[config.mk]
export PLATFORM = sky130hd
export DESIGN_NAME = if_fetch_queue_flat
export DESIGN_NICKNAME = d
export VERILOG_FILES = /design/src/rtl/if_fetch_queue_if.sv /design/src/rtl/if_fetch_queue.sv /design/src/flat_wrapper.sv
export SDC_FILE = /design/constraint.sdc
export NUM_CORES = 1
export LEC_CHECK = 0
export BUFFER_PORTS_ARGS = -buffer_cell sky130_fd_sc_hd__buf_2
export CAP_MARGIN = 20
export CORE_AREA = 2 2 140 142
export CTS_BUF_LIST = sky130_fd_sc_hd__clkbuf_2
export DETAILED_ROUTE_END_ITERATION = 10
export DIE_AREA = 0 0 142 144
export PLACE_DENSITY = 0.83
export SETUP_SLACK_MARGIN = 0.4
export SYNTH_ARGS = -nofsm -noshare
export SYNTH_HDL_FRONTEND = slang
export SYNTH_SLANG_ARGS = --single-unit
[constraint.sdc]
create_clock -name clk -period 2.9 [get_ports clk]
set_clock_uncertainty 0.2 [all_clocks]
set_input_delay 0.58 -clock clk [delete_from_list [all_inputs] [get_ports clk]]
set_output_delay 0.58 -clock clk [all_outputs]
set_load 0.05 [all_outputs]
[src/rtl/if_fetch_queue_if.sv]
// Handshake bundle between IF, the fetch queue and ID.
// The queue uses the slave view; the IF/ID side (or a bench) uses the master view.
interface if_fetch_queue_if #(
    parameter int AW = 2
);
    logic        flush;
    logic        in_valid;
    logic [31:0] in_pc;
    logic [31:0] in_instr;
    logic        q_allowin;
    logic        id_allowin;
    logic        q_validto;
    logic [31:0] out_pc;
    logic [31:0] out_instr;
    logic [AW:0] count;

    modport slave (
        input  flush, in_valid, in_pc, in_instr, id_allowin,
        output q_allowin, q_validto, out_pc, out_instr, count
    );

    modport master (
        output flush, in_valid, in_pc, in_instr, id_allowin,
        input  q_allowin, q_validto, out_pc, out_instr, count
    );
endinterface

[src/rtl/if_fetch_queue.sv]
// Show-ahead instruction fetch queue between IF and ID, with flush.
// No input-to-output bypass: an entry is visible only after the edge that writes it.
module if_fetch_queue #(
    parameter int DEPTH = 4,
    parameter int AW    = 2
) (
    input  logic              clk,
    input  logic              rst,
    if_fetch_queue_if.slave   fq
);
    localparam logic [AW:0] DEPTH_C = (AW+1)'(DEPTH);

    logic [31:0]   pc_mem_q    [DEPTH];
    logic [31:0]   instr_mem_q [DEPTH];
    logic [AW-1:0] rd_ptr_q, rd_ptr_d;
    logic [AW-1:0] wr_ptr_q, wr_ptr_d;
    logic [AW:0]   count_q,  count_d;
    logic          valid;
    logic          allowin;
    logic          push;
    logic          pop;

    // A full queue still accepts when ID drains the head in the same cycle.
    assign valid   = (count_q != '0);
    assign allowin = (count_q != DEPTH_C) || fq.id_allowin;
    assign push    = fq.in_valid && allowin && !fq.flush;
    assign pop     = valid && fq.id_allowin && !fq.flush;

    assign fq.q_allowin = allowin;
    assign fq.q_validto = valid;
    assign fq.count     = count_q;
    assign fq.out_pc    = valid ? pc_mem_q[rd_ptr_q]    : '0;
    assign fq.out_instr = valid ? instr_mem_q[rd_ptr_q] : '0;

    always_comb begin
        rd_ptr_d = rd_ptr_q;
        wr_ptr_d = wr_ptr_q;
        count_d  = count_q;
        if (fq.flush) begin
            rd_ptr_d = '0;
            wr_ptr_d = '0;
            count_d  = '0;
        end else begin
            if (push) begin
                wr_ptr_d = wr_ptr_q + AW'(1);
            end
            if (pop) begin
                rd_ptr_d = rd_ptr_q + AW'(1);
            end
            if (push && !pop) begin
                count_d = count_q + (AW+1)'(1);
            end else if (pop && !push) begin
                count_d = count_q - (AW+1)'(1);
            end
        end
    end

    always_ff @(posedge clk) begin
        if (rst) begin
            rd_ptr_q <= '0;
            wr_ptr_q <= '0;
            count_q  <= '0;
        end else begin
            rd_ptr_q <= rd_ptr_d;
            wr_ptr_q <= wr_ptr_d;
            count_q  <= count_d;
        end
    end

    // Storage is not cleared by rst/flush; count gates what is visible.
    always_ff @(posedge clk) begin
        if (push && !rst) begin
            pc_mem_q[wr_ptr_q]    <= fq.in_pc;
            instr_mem_q[wr_ptr_q] <= fq.in_instr;
        end
    end
endmodule

[src/flat_wrapper.sv]
// flat-port wrapper written by rule: the top's interface ports become plain ports
module if_fetch_queue_flat 
#(
    parameter int DEPTH = 4,
    parameter int AW    = 2
)
  (clk, rst, fq_flush, fq_in_valid, fq_in_pc, fq_in_instr, fq_id_allowin, fq_q_allowin, fq_q_validto, fq_out_pc, fq_out_instr, fq_count);
  if_fetch_queue_if #(.AW(AW)) fq_i ();
  input  logic clk;
  input  logic rst;
  input wire logic [$bits(fq_i.flush)-1:0] fq_flush;
  input wire logic [$bits(fq_i.in_valid)-1:0] fq_in_valid;
  input wire logic [$bits(fq_i.in_pc)-1:0] fq_in_pc;
  input wire logic [$bits(fq_i.in_instr)-1:0] fq_in_instr;
  input wire logic [$bits(fq_i.id_allowin)-1:0] fq_id_allowin;
  output wire logic [$bits(fq_i.q_allowin)-1:0] fq_q_allowin;
  output wire logic [$bits(fq_i.q_validto)-1:0] fq_q_validto;
  output wire logic [$bits(fq_i.out_pc)-1:0] fq_out_pc;
  output wire logic [$bits(fq_i.out_instr)-1:0] fq_out_instr;
  output wire logic [$bits(fq_i.count)-1:0] fq_count;
  assign fq_i.flush = fq_flush;
  assign fq_i.in_valid = fq_in_valid;
  assign fq_i.in_pc = fq_in_pc;
  assign fq_i.in_instr = fq_in_instr;
  assign fq_i.id_allowin = fq_id_allowin;
  assign fq_q_allowin = fq_i.q_allowin;
  assign fq_q_validto = fq_i.q_validto;
  assign fq_out_pc = fq_i.out_pc;
  assign fq_out_instr = fq_i.out_instr;
  assign fq_count = fq_i.count;
  if_fetch_queue #(.DEPTH(DEPTH), .AW(AW)) u_core (.clk(clk), .rst(rst), .fq(fq_i));
endmodule
==> flow_summary.ini <==
[setup_path]
cp-end-kind = output pin
path_max_fanout = 6
r2r_end = u_core.fq.count[2]
path_class = reg -> out
reg2reg_slack_ps = 110
rr_worst_depth = 11
crit_required_ps = 2120
r2r_start = u_core.fq.count[1]
worstPathArrival_ps = 2380
start_kind = flip-flop

[logic_synthesis]
synth_xor_area_share_pct = 0.346
synth_top_family_by_area = multiplexers
synth_adder_area_share_pct = 0.816
synth-seq-cells = 265
seq_area_frac_synth_pct = 77.7
syn_area_sq_mm = 0.0101
ys.flop_type = edfxtp_1
synth_nets = 530
synth.distinct_cells = 26
async_flop_share_pct = 0
synth_compound_area_share_pct = 0.433
synth-edff-count = 256
yosys.area_share.simple_pct = 5.12
yosys_warnings = 0
synthMuxAreaShare_pct = 14.3
syn_area_per_cell_sq_um = 22.2
postSynthCellCount = 455

[placed_design]
preCtsSetupSlack_ps = 87.8
portBuffers = 137
placedCellCount = 814
gp_congestion = 0.746
placed_area_sq_mm = 0.0111
dpl.hpwl_mm = 10.4

[sta]
relSlewSlack_pct = 35.6
final.period_utilization_pct = 109
finalMaxSlewViolations = 0
worstMarginPinSlew_ps = 963
whs_ps = 155
fmax_ghz = 0.317
fin_ws_ps = -259
rsz0062_at_grt = yes
hold_violations = 0
period_needed_ps = 3160
setup_viol_count_final = 64
setup-tns-final_ps = -13180

[route]
drc = 0
routedWlPerCell_um = 22.9
vias = 5594
antenna_left = 0
drtIter0Drc = 399
drt-pass1-iter-count = 5
viasPerCell = 5.51
totalWireLength_mm = 23.2

[floorplanning]
pin_count = 138
start_util_pct = 53.0
die_y_um = 144
coreArea_sq_mm = 0.0191
dieWidth_um = 142
row_count = 51
die-area_sq_mm = 0.0204

[pwr]
p_per_area_mw_per_mm2 = 557
totalPowerFinal_mw = 7.50
vdd_drop_max_v = 0.000507
p_leak_nw = 4.75

[outcome]
outcome = complete, but fails checks
violations = setup timing

[final_layout]
final_cells = 1015
layout-drive-gt1-share_pct = 48.6
final_util_pct = 70.6
syn_to_final_growth_pct = 33.0
final_area_sq_mm = 0.0135
nNetsFinal = 811

[clock_network]
root_buffer = clkbuf_2
path_clk_slew_ps = 110
clockBufferDepth = 3
cts_tree = yes
cts_made_buffers = 60
clock_sinks = 265
worstSkewPairLatency_ps = 790
ctsHtreeMaxLevel = 2

[global_routing]
grt_max_degree = 65
grt_antenna_before_repair = 1
grt_usage_pct = 21.4
grt_pass1_wl_mm = 32.1
grt_overflow = 0
grt_pass1_vias = 5839

[run]
maxCapViolations = 0

[hold_path]
hp-class = in -> reg
hold-path-endpoint = u_core.wr_ptr_q[1]
hp-start = fq_id_allowin
whs_path_depth = 5
## cells in the mapped netlist, types with 3 or more instances
cell type	instances	area, sq um
and3_1	4	25.0
mux4_2	64	1440
buf_4	7	52.6
nor2_1	6	22.5
edfxtp_1	256	7690
ha_1	5	62.6
xor2_1	4	35.0
clkbuf_1	13	48.8
and2_1	64	400
inv_1	3	11.3
dfxtp_1	9	180
## worst max path at each step
stage	startpoint	to	slack, ps	cells past startpoint
3_3_place_gp	fq_id_allowin	u_core.fq.count[2]	180	10
2_1_floorplan	fq_id_allowin	u_core.fq.count[2]	200	9
3_5_place_dp	fq_id_allowin	u_core.fq.count[2]	90	10
6_report	flip-flop	fq_out_pc[8]	-260	6
4_1_cts	flip-flop	fq_out_pc[8]	-330	6
5_1_grt	flip-flop	fq_out_pc[8]	-400	6
## layout make-up
cell class | count | area (sq um)
Tap cell | 238 | 298
Fill cell | 1128 | 5620
Clock inverter | 23 | 144
Inverter | 3 | 11.3
Multi-Input combinational cell | 169 | 2320
Clock buffer | 79 | 395
Sequential cell | 265 | 7890
Timing Repair Buffer | 237 | 2400
Antenna cell | 1 | 2.50
## cell usage in the layout, fill, tap and decap left out, drive strengths merged
| cell | instances |
|---|---|
| nor2 | 6 |
| a21oi | 1 |
| edfxtp | 256 |
| fa | 1 |
| o21ai | 2 |
| clkbuf | 82 |
| nand4 | 2 |
| ha | 5 |
| diode | 1 |
| or4b | 1 |
| o311ai | 1 |
| nor2b | 1 |
| or3 | 2 |
| mux2i | 1 |
| buf | 164 |
| dlygate4sd3 | 70 |
| nand2 | 1 |
| o31ai | 2 |
| and2 | 65 |
| inv | 3 |
| bufinv | 2 |
| xor2 | 4 |
| clkinv | 21 |
| mux4 | 64 |
| or2 | 2 |
| and3 | 8 |
| dfxtp | 9 |
## worst max-delay path, stage by stage, from the launching register on
cell,delay (ps)
dfxtp_4,410
buf_12,120
buf_12,110
buf_16,140
mux4_2,510
and2_4,180
buf_6,150
## flip-flops by register name, indices dropped and copies added (netlist names), named ones only
signal and flops:
u_core.pc_mem_q 128, u_core.instr_mem_q 128, u_core.fq.count 3, u_core.rd_ptr_q 2, u_core.wr_ptr_q 2
## per-layer routing
layer	GRT usage [%]	wire length, um	up-vias
li1	-	-	2457
met1	27.8	9210	2869
met2	36.5	12200	231
met3	4.64	1370	37
met4	6.89	408	0
met5	0	0	-
## timing repair
| item | CTS | global route |
|---|---|---|
| endpoints found under the hold margin | 265 | 0 |
| cloned | 9 | 7 |
| hold buffers | 70 | 0 |
| pin swaps | 11 | 15 |
| gates resized for setup | 189 | 16 |
| setup endpoints to repair | 67 | 324 |
| setup buffers | 12 | 0 |
## logic make-up (layout without fill, tap and decap cells)
| family | count (synthesis) | in the layout |
|---|---|---|
| DFF | 265 | 265 |
| and+or+nand+nor | 84 | 88 |
| muxes | 65 | 65 |
| buffers and inverters | 25 | 342 |
| adders and majority gates | 6 | 6 |
| AOI/OAI and AO/OA | 6 | 6 |
| xor gates and xnor gates | 4 | 4 |
| other | 0 | 1 |
## power breakdown
part           total (mW)  internal (mW)  switching (mW)
Clock                2.28          0.920            1.36
Combinational       0.971          0.435           0.536
Sequential           4.25           4.23          0.0132
Power figures use the tool's default switching activity.
